$ cat src/rtl/accum_ctrl.sv
// Push-button accumulate controller: two synchronized and debounced active-low keys
// drive a wrapping accumulator with a sticky carry flag and a one-cycle add strobe.
module accum_ctrl #(
    parameter int WIDTH           = 8,
    parameter int DEBOUNCE_CYCLES = 500000
) (
    input  logic             clk,
    input  logic             reset_n,
    input  logic             accumulate_n,
    input  logic             clear_n,
    input  logic [WIDTH-1:0] sw,
    output logic [WIDTH-1:0] led,
    output logic             overflow,
    output logic             accum_pulse
);

    localparam int CW = (DEBOUNCE_CYCLES > 2) ? $clog2(DEBOUNCE_CYCLES) : 1;
    localparam logic [CW-1:0] CNT_MAX = CW'(DEBOUNCE_CYCLES - 1);

    typedef enum logic [1:0] {
        S_IDLE,
        S_ADD,
        S_HELD
    } state_t;

    // Bit 0 is the accumulate key, bit 1 the clear key.
    logic [1:0] raw_n;
    logic [1:0] deb_level;

    assign raw_n = {clear_n, accumulate_n};

    for (genvar gi = 0; gi < 2; gi++) begin : g_key
        logic          sync1_q, sync1_d;
        logic          sync2_q, sync2_d;
        logic          deb_q, deb_d;
        logic [CW-1:0] cnt_q, cnt_d;

        always_ff @(posedge clk or negedge reset_n) begin
            if (!reset_n) begin
                sync1_q <= 1'b1;
                sync2_q <= 1'b1;
                deb_q   <= 1'b1;
                cnt_q   <= '0;
            end else begin
                sync1_q <= sync1_d;
                sync2_q <= sync2_d;
                deb_q   <= deb_d;
                cnt_q   <= cnt_d;
            end
        end

        // The counter only runs while the synchronized level disagrees with the accepted one.
        always_comb begin
            sync1_d = raw_n[gi];
            sync2_d = sync1_q;
            deb_d   = deb_q;
            cnt_d   = '0;
            if (sync2_q != deb_q) begin
                if (cnt_q == CNT_MAX) begin
                    deb_d = sync2_q;
                end else begin
                    cnt_d = cnt_q + CW'(1);
                end
            end
        end

        assign deb_level[gi] = deb_q;
    end

    logic             deb_acc;
    logic             clr_fall;
    logic [WIDTH:0]   sum;
    state_t           state_q, state_d;
    logic [WIDTH-1:0] acc_q, acc_d;
    logic             ovf_q, ovf_d;
    logic             pulse_q, pulse_d;
    logic             clr_prev_q, clr_prev_d;

    assign deb_acc  = deb_level[0];
    assign clr_fall = clr_prev_q & ~deb_level[1];
    assign sum      = {1'b0, acc_q} + {1'b0, sw};

    always_ff @(posedge clk or negedge reset_n) begin
        if (!reset_n) begin
            state_q    <= S_IDLE;
            acc_q      <= '0;
            ovf_q      <= 1'b0;
            pulse_q    <= 1'b0;
            clr_prev_q <= 1'b1;
        end else begin
            state_q    <= state_d;
            acc_q      <= acc_d;
            ovf_q      <= ovf_d;
            pulse_q    <= pulse_d;
            clr_prev_q <= clr_prev_d;
        end
    end

    always_comb begin
        state_d    = state_q;
        acc_d      = acc_q;
        ovf_d      = ovf_q;
        pulse_d    = 1'b0;
        clr_prev_d = deb_level[1];
        case (state_q)
            S_IDLE: begin
                if (!deb_acc) begin
                    state_d = S_ADD;
                end
            end
            S_ADD: begin
                state_d = S_HELD;
                if (!clr_fall) begin
                    acc_d   = sum[WIDTH-1:0];
                    ovf_d   = ovf_q | sum[WIDTH];
                    pulse_d = 1'b1;
                end
            end
            S_HELD: begin
                if (deb_acc) begin
                    state_d = S_IDLE;
                end
            end
            default: state_d = S_IDLE;
        endcase
        // A newly accepted clear press overrides any add on the same edge.
        if (clr_fall) begin
            acc_d = '0;
            ovf_d = 1'b0;
        end
    end

    assign led         = acc_q;
    assign overflow    = ovf_q;
    assign accum_pulse = pulse_q;

endmodule

$ cat config.mk
export PLATFORM = sky130hd
export DESIGN_NAME = accum_ctrl
export DESIGN_NICKNAME = d
export VERILOG_FILES = /design/src/rtl/accum_ctrl.sv
export SDC_FILE = /design/constraint.sdc
export NUM_CORES = 1
export LEC_CHECK = 0
export BUFFER_PORTS_ARGS = -buffer_cell sky130_fd_sc_hd__buf_2
export CORE_MARGIN = 3
export CORE_UTILIZATION = 54
export DETAILED_ROUTE_END_ITERATION = 10
export GPL_TIMING_DRIVEN = 1
export PLACE_DENSITY = 0.73
export REMOVE_ABC_BUFFERS = 1
export SLEW_MARGIN = 30
export SYNTH_ARGS = -nofsm -noshare
export SYNTH_HDL_FRONTEND = slang
export SYNTH_SLANG_ARGS = --single-unit
$ cat constraint.sdc
create_clock -name clk -period 3.4 [get_ports clk]
set_clock_uncertainty 0.1 [all_clocks]
set_input_delay 0.68 -clock clk [delete_from_list [all_inputs] [get_ports clk]]
set_output_delay 0.68 -clock clk [all_outputs]
set_load 0.01 [all_outputs]
==> flow_summary.rst, run 1 <==
.. list-table::
   :header-rows: 1

   * - Metric
     - Value
   * - Setup slack on the worst flop-to-flop path
     - 1.08 ns
   * - Max-cap violation count
     - 0
   * - Remaining design rule violation count
     - 0
   * - Share of synthesized flip-flops with an asynchronous set or reset
     - 100%
   * - CP Capture Point
     - g_key[1].cnt_q[6]
   * - Sum of routed wire length over all layers
     - 5370 microns
   * - Post-route clock period utilization
     - 68.1%
   * - Vias per cell
     - 5.60
   * - Die Height
     - 78.9 microns
   * - Synth Warn #
     - 0
   * - Post-CTS resize count
     - 0
   * - Number of inserted filler cells in the final layout
     - 379
   * - Detailed placement HPWL
     - 3640 microns
   * - Post-synthesis sequential area ratio
     - 50.0%
   * - Setup TNS Final
     - 0 ns
   * - Count of antenna diodes in the layout
     - 0
   * - Overflow after GRT
     - 0
   * - Clock tree from TritonCTS
     - yes
   * - Number of iterations in the first detailed-routing pass
     - 4
   * - Clock network latency to the later pin of the worst-skew pair
     - 0.34 ns
   * - Power Dens Cells
     - 465 mW/mm^2
   * - Count of flip-flops with a built-in enable after synthesis
     - 0
   * - Fin. Hold Viols
     - 0
   * - Primary FF master, synth
     - sky130_fd_sc_hd__dfrtp_1
   * - Layout cell share with drive strength beyond 1
     - 17.8%
   * - Number of buffers added to fix hold violations after cts
     - 0
   * - Logic depth of the worst register-to-register path
     - 6
   * - Wire length per cell
     - 14.1 microns
   * - Max H-tree Level
     - 3
   * - Layout overhead on the synthesized area
     - 14.5%
   * - Worst hold path class
     - input pin to async pin
   * - Static leakage
     - 1.36 nW
   * - First-pass GRT wire length
     - 9520 microns
   * - Largest vdd supply drop
     - 0.355 mV
   * - Clock sinks
     - 57
   * - Maximum number of pins on one net before global-route repair
     - 31
   * - Number of antenna violations at the first check in global routing
     - 0
   * - Floorplan Core Area
     - 0.00491 sq mm
   * - Final count of negative-setup-slack endpoints
     - 0
   * - Worst-margin pin slew
     - 0.780 ns
   * - Launch point of the worst path
     - g_key[1].cnt_q[0]
   * - Post-synth cell types
     - 43
   * - End of the worst register-to-register path
     - g_key[1].cnt_q[6]
   * - Number of max-slew violations in the final report
     - 0
   * - Clock buffer count from CTS
     - 9
   * - Clock slew at the register clock pins of the worst setup and hold paths
     - 0.06 ns
   * - Post-CTS setup repair buffer count
     - 0
   * - Routability congestion estimate
     - 0.868
   * - Final net count
     - 333
   * - Worst slew margin relative to its limit
     - 48.0%
   * - Boundary pin count
     - 22
   * - Standard cell area after detailed placement
     - 0.00306 sq mm
   * - Post-route cell area
     - 0.00328 sq mm
   * - Highest net fanout along the worst path
     - 10
   * - Clock period minus final worst setup slack
     - 2.32 ns
   * - Initial standard-cell utilization of the core
     - 58.4%
   * - Post-synthesis sequential element count
     - 57
   * - RSZ-0062 raised after global routing
     - false
   * - Die area
     - 0.00622 sq mm
   * - # rows
     - 25
   * - Critical path type
     - flip-flop to flip-flop
   * - Instance count of the mapped netlist
     - 281
   * - Critical path launch point type
     - flip-flop
   * - Status
     - completed
   * - Reg-to-reg critical path startpoint
     - g_key[1].cnt_q[0]
   * - Required time reported for the critical path endpoint
     - 3.53 ns
   * - Count of routing violations after the opening detailed-route iteration
     - 89
   * - Max Buffers Root-to-Sink
     - 2
   * - Width of the chip
     - 78.9 microns
   * - Summed instance area of the synthesized netlist
     - 0.00287 sq mm
   * - Arrival time of the worst setup path
     - 2.45 ns
   * - Least setup slack across all paths after layout
     - 1.08 ns
   * - Worst-case setup slack after placement
     - 0.972 ns
   * - Clk root buf
     - sky130_fd_sc_hd__clkbuf_8
   * - End-of-flow core utilization
     - 66.9%
   * - Top achievable clock speed
     - 0.432 GHz
   * - Vias
     - 2,141
   * - Number of global-route vias before repair
     - 2,160
   * - Antenna Nets Post-Route
     - 0
   * - Mean instance size in the synthesized netlist
     - 10.2 sq um
   * - IO Port Bufs
     - 21
   * - Crit end category
     - flip-flop
   * - All-layer global routing usage
     - 19.7%
-- kinds of logic after synthesis --
group           synth area share [%]
buf+inv                         2.05
fa+ha+maj                       5.06
xor+xnor                        8.85
mux                            0.785
compound gates                  10.7
flops                           50.0
simple gates                    22.5
-- layout make-up --
class | count | area [sq um] | share of cell area, %
clock buffer | 11 | 151 | 4.61
timing repair buffer | 24 | 128 | 3.89
tap | 67 | 83.8 | 2.55
inverter | 9 | 33.8 | 1.03
clock inverter | 5 | 77.6 | 2.36
sequential | 57 | 1440 | 43.7
multi-input combinational | 209 | 1380 | 41.9
-- power breakdown --
group / switching, W / internal [W] / total (W)
Clock: 0.000272 / 0.000450 / 0.000722
Combinational: 0.0000610 / 0.0000405 / 0.000102
Sequential: 0.0000118 / 0.000694 / 0.000705
Total: 0.000345 / 0.00118 / 0.00153
-- cells in the mapped netlist (3+ instances only) --
library cell,count,area (sq um)
sky130_fd_sc_hd__a21oi_1,17,85.1
sky130_fd_sc_hd__a22o_1,6,52.6
sky130_fd_sc_hd__and4_1,4,35.0
sky130_fd_sc_hd__clkbuf_1,4,15.0
sky130_fd_sc_hd__dfrtp_1,50,1250
sky130_fd_sc_hd__dfstp_2,7,184
sky130_fd_sc_hd__ha_1,10,125
sky130_fd_sc_hd__inv_1,9,33.8
sky130_fd_sc_hd__nand2_1,17,63.8
sky130_fd_sc_hd__nand2b_1,3,18.8
sky130_fd_sc_hd__nand3_1,17,85.1
sky130_fd_sc_hd__nand4_1,8,50.1
sky130_fd_sc_hd__nor2_1,33,124
sky130_fd_sc_hd__nor3_1,7,35.0
sky130_fd_sc_hd__nor4_1,7,43.8
sky130_fd_sc_hd__o21ai_0,8,40.0
sky130_fd_sc_hd__o31ai_1,4,30.0
sky130_fd_sc_hd__or3_1,6,37.5
sky130_fd_sc_hd__or4_1,6,45.0
sky130_fd_sc_hd__xnor2_1,17,149
sky130_fd_sc_hd__xor2_1,12,105
-- flip-flops by register name, indices dropped and copies added (netlist names) --
signal,cells
led,8
state_q,2
overflow,1
g_key.sync1_q,2
g_key.sync2_q,2
clr_prev_q,1
g_key.cnt_q,38
clr_prev_d,1
accum_pulse,1
deb_acc,1
-- per-stage QoR --
step           hold slack (ns)  std cells  power (W)
6_report                 0.250        382    0.00153
5_1_grt                  0.272        382    0.00160
4_1_cts                  0.258        382    0.00155
3_5_place_dp             0.251        366   0.000820
3_3_place_gp             0.245        366   0.000817
2_1_floorplan            0.245        275   0.000778
-- per-layer routing --
layer  vias to the layer above  wire, microns  global-route usage (%)
met1                      1009           2480                    24.6
met4                         0             53                    5.67
met2                        52           2540                    32.1
met5                         -              0                       0
met3                         5            292                    7.26
li1                       1075              -                       -
-- layout by cell type, fill, tap and decap left out, drive strengths merged, types with 3 or more instances in the layout --
cell / synthesis / routed
nand2b: 3 / 3
xnor2: 17 / 17
dfrtp: 50 / 50
buf: 2 / 24
o21ai: 8 / 8
or3: 8 / 8
or4: 6 / 6
a22o: 6 / 6
nor4: 7 / 7
ha: 10 / 10
and4: 4 / 4
inv: 9 / 9
nor3: 7 / 7
nor2: 33 / 33
a21oi: 17 / 17
xor2: 12 / 12
dfstp: 7 / 7
nand4: 8 / 8
nand3: 18 / 18
clkbuf: 4 / 11
nand2: 17 / 17
o31ai: 6 / 6
-- critical path, stage by stage (launching register included) --
cell	delay [ns]
sky130_fd_sc_hd__dfrtp_1	0.39
sky130_fd_sc_hd__ha_1	0.22
sky130_fd_sc_hd__nand4_1	0.24
sky130_fd_sc_hd__nand3b_1	0.28
sky130_fd_sc_hd__o31ai_2	0.62
sky130_fd_sc_hd__buf_4	0.29
sky130_fd_sc_hd__nor2_1	0.07
-- how the worst min path moves through the flow --
stage          slack (ns)              from  cells past startpoint                  to
2_1_floorplan        0.25  g_key[0].sync1_q                      0    g_key[0].sync2_q
3_3_place_gp         0.25  g_key[1].sync1_q                      0    g_key[1].sync2_q
3_5_place_dp         0.25  g_key[1].sync1_q                      0    g_key[1].sync2_q
4_1_cts              0.26           reset_n                      1  g_key[0].cnt_q[14]
5_1_grt              0.27  g_key[1].sync1_q                      0    g_key[1].sync2_q
6_report             0.25           reset_n                      1  g_key[1].cnt_q[10]
Power figures use the tool's default switching activity.
==> run 2, diff against run 1 <==
==> constraint.sdc (replaced) <==
create_clock -name clk -period 2.4 [get_ports clk]
set_clock_uncertainty 0.1 [all_clocks]
set_input_delay 0.48 -clock clk [delete_from_list [all_inputs] [get_ports clk]]
set_output_delay 0.48 -clock clk [all_outputs]
set_load 0.01 [all_outputs]
==> run 2 against run 1 <==
Net effect: via count grew 0.14%; global-route usage shrank 0.13 points; highest routed layer unchanged; total power grew 40%; flip-flop and latch count is the same; clock power grew 38%; setup slack lost 0.78 ns; maximum frequency grew 11%; cell count grew 0.52%; largest cell class unchanged; final area grew 0.65%; wire length is essentially flat; die area is the same.
==> flow_summary.rst, run 2 (synthesis results as in run 1) <==
.. list-table::
   :header-rows: 1

   * - Metric
     - Value
   * - Status
     - completed
   * - Boundary pin count
     - 22
   * - Number of antenna violations at the first check in global routing
     - 0
   * - Setup TNS Final
     - 0 ns
   * - Number of inserted filler cells in the final layout
     - 392
   * - Power Dens Cells
     - 649 mW/mm^2
   * - RSZ-0062 raised after global routing
     - false
   * - Maximum number of pins on one net before global-route repair
     - 34
   * - Number of max-slew violations in the final report
     - 0
   * - Vias
     - 2,144
   * - Number of buffers added to fix hold violations after cts
     - 0
   * - Antenna Nets Post-Route
     - 0
   * - Final count of negative-setup-slack endpoints
     - 0
   * - Overflow after GRT
     - 0
   * - Standard cell area after detailed placement
     - 0.00308 sq mm
   * - Max H-tree Level
     - 3
   * - Max-cap violation count
     - 0
   * - First-pass GRT wire length
     - 9630 microns
   * - Cells along the critical path
     - nand3_1, or4_1, or4_1, a21oi_1
   * - Flip-flop count of the largest register, all copies and words added
     - 38
   * - Highest net fanout along the worst path
     - 8
   * - Reg area
     - 0.00144 sq mm
   * - Critical path type
     - flip-flop to flip-flop
   * - Layout cell share with drive strength beyond 1
     - 17.4%
   * - Max Buffers Root-to-Sink
     - 2
   * - Clock buffer count from CTS
     - 9
   * - Count of routing violations after the opening detailed-route iteration
     - 121
   * - Sum of routed wire length over all layers
     - 5360 microns
   * - Clock slew at the register clock pins of the worst setup and hold paths
     - 0.07 ns
   * - Worst hold path class
     - input pin to async pin
   * - Placed cells
     - 368
   * - Leading cell type in the layout, fill and taps excluded
     - sky130_fd_sc_hd__dfrtp_1
   * - Reg-to-reg critical path startpoint
     - g_key[1].cnt_q[5]
   * - Non-filler instance count after layout
     - 384
   * - Arrival time of the worst setup path
     - 2.26 ns
   * - Largest vdd supply drop
     - 0.531 mV
   * - All-layer global routing usage
     - 19.5%
   * - Die area
     - 0.00622 sq mm
   * - Fin. Hold Viols
     - 0
   * - Required time reported for the critical path endpoint
     - 2.56 ns
   * - Worst hold slack
     - 0.0361 ns
   * - Maximum single-stage delay on the critical path
     - 0.66 ns
   * - Crit end category
     - flip-flop
   * - Cell class contributing the biggest share of worst-path delay
     - simple AND/OR/NAND/NOR gates
   * - Number of buffer and inverter instances along the worst setup path
     - 0
   * - Post-CTS resize count
     - 0
   * - Most used cell, CP
     - sky130_fd_sc_hd__or4_1
   * - Post-CTS setup repair buffer count
     - 0
   * - Detailed placement HPWL
     - 3660 microns
   * - Width of the chip
     - 78.9 microns
   * - Count of antenna diodes in the layout
     - 0
   * - Clock period minus final worst setup slack
     - 2.09 ns
   * - Vias per cell
     - 5.58
   * - Clk root buf
     - sky130_fd_sc_hd__clkbuf_8
   * - IO Port Bufs
     - 21
   * - Least setup slack across all paths after layout
     - 0.305 ns
   * - Number of global-route vias before repair
     - 2,121
   * - Remaining design rule violation count
     - 0
   * - End of the worst register-to-register path
     - g_key[1].cnt_q[17]
   * - Clock sinks
     - 57
   * - Clock network latency to the later pin of the worst-skew pair
     - 0.33 ns
   * - Worst-margin pin slew
     - 0.627 ns
   * - Critical path launch point type
     - flip-flop
   * - Post-route cell area
     - 0.00331 sq mm
   * - Setup slack on the worst flop-to-flop path
     - 0.31 ns
   * - Top achievable clock speed
     - 0.477 GHz
   * - Post-route clock period utilization
     - 87.3%
   * - Die Height
     - 78.9 microns
   * - Logic depth of the worst register-to-register path
     - 4
   * - Final net count
     - 335
   * - Number of iterations in the first detailed-routing pass
     - 4
   * - Static leakage
     - 1.37 nW
   * - Slowest cell on crit path
     - sky130_fd_sc_hd__or4_1
   * - Routability congestion estimate
     - 0.876
   * - Largest register by flop count
     - g_key.cnt_q
   * - Initial standard-cell utilization of the core
     - 58.4%
   * - Combined area of the multi-input logic cells
     - 0.00138 sq mm
   * - Worst-case setup slack after placement
     - 0.185 ns
   * - Layout overhead on the synthesized area
     - 15.2%
   * - # rows
     - 25
   * - Floorplan Core Area
     - 0.00491 sq mm
   * - Most frequent cells in the layout
     - 50 x sky130_fd_sc_hd__dfrtp_1, 33 x sky130_fd_sc_hd__nor2_1, 21 x sky130_fd_sc_hd__buf_2
   * - Clock tree from TritonCTS
     - yes
   * - Wire length per cell
     - 14.0 microns
   * - Worst slew margin relative to its limit
     - 57.8%
-- run 2: cell count changes in the layout (fill, tap and decap cells not counted) --
cell / before / now
sky130_fd_sc_hd__buf_4: 3 / 4
sky130_fd_sc_hd__clkbuf_1: 0 / 3
sky130_fd_sc_hd__buf_12: 0 / 1
sky130_fd_sc_hd__clkinv_2: 2 / 0
sky130_fd_sc_hd__clkinvlp_4: 1 / 0
-- run 2: worst reg2reg max path: stages, from the launching register on --
cell and delay, ns:
sky130_fd_sc_hd__dfrtp_1 0.41, sky130_fd_sc_hd__nand3_1 0.20, sky130_fd_sc_hd__or4_1 0.66, sky130_fd_sc_hd__or4_1 0.51, sky130_fd_sc_hd__a21oi_1 0.15
-- run 2: worst max path at each step --
stage / slack (ns) / cells past startpoint / start / end
floorplan: 0.38 / 5 / sw[2] / led[7]
global placement: 0.22 / 6 / sw[2] / led[7]
detailed placement: 0.19 / 6 / sw[2] / led[7]
CTS: 0.33 / 4 / g_key[1].cnt_q[2] / g_key[1].cnt_q[17]
global route: 0.24 / 4 / g_key[1].cnt_q[6] / g_key[1].cnt_q[17]
finish: 0.31 / 4 / g_key[1].cnt_q[5] / g_key[1].cnt_q[17]
-- run 2: metal layers --
layer  share of wire (%)  GRT usage (%)
met1                  48           24.9
met2                  47           31.6
met3                 3.8           5.67
met4                 1.1           7.39
met5                   0              0
-- run 2: area by class of cell --
type	count	share of cell area, %
sequential	57	43.4
multi-input combinational	209	41.6
clock buffer	14	4.92
timing repair buffer	26	4.69
tap	67	2.54
clock inverter	2	1.82
inverter	9	1.02
-- run 2: per-stage QoR --
| step | total power [W] | utilization [%] |
|---|---|---|
| 3_3_place_gp | 0.00116 | 62.8 |
| 3_5_place_dp | 0.00117 | 62.8 |
| 5_1_grt | 0.00224 | 67.3 |
| 2_1_floorplan | 0.00110 | - |
| 4_1_cts | 0.00217 | 67.3 |
| 6_report | 0.00214 | 67.3 |
-- run 2: power breakdown --
group	leakage (nW)	internal (W)	total [W]	switching (W)
clock network	0.111	0.000643	0.000996	0.000353
logic	0.513	0.0000605	0.000149	0.0000881
registers	0.742	0.000983	0.00100	0.0000170
total	1.37	0.00169	0.00214	0.000459
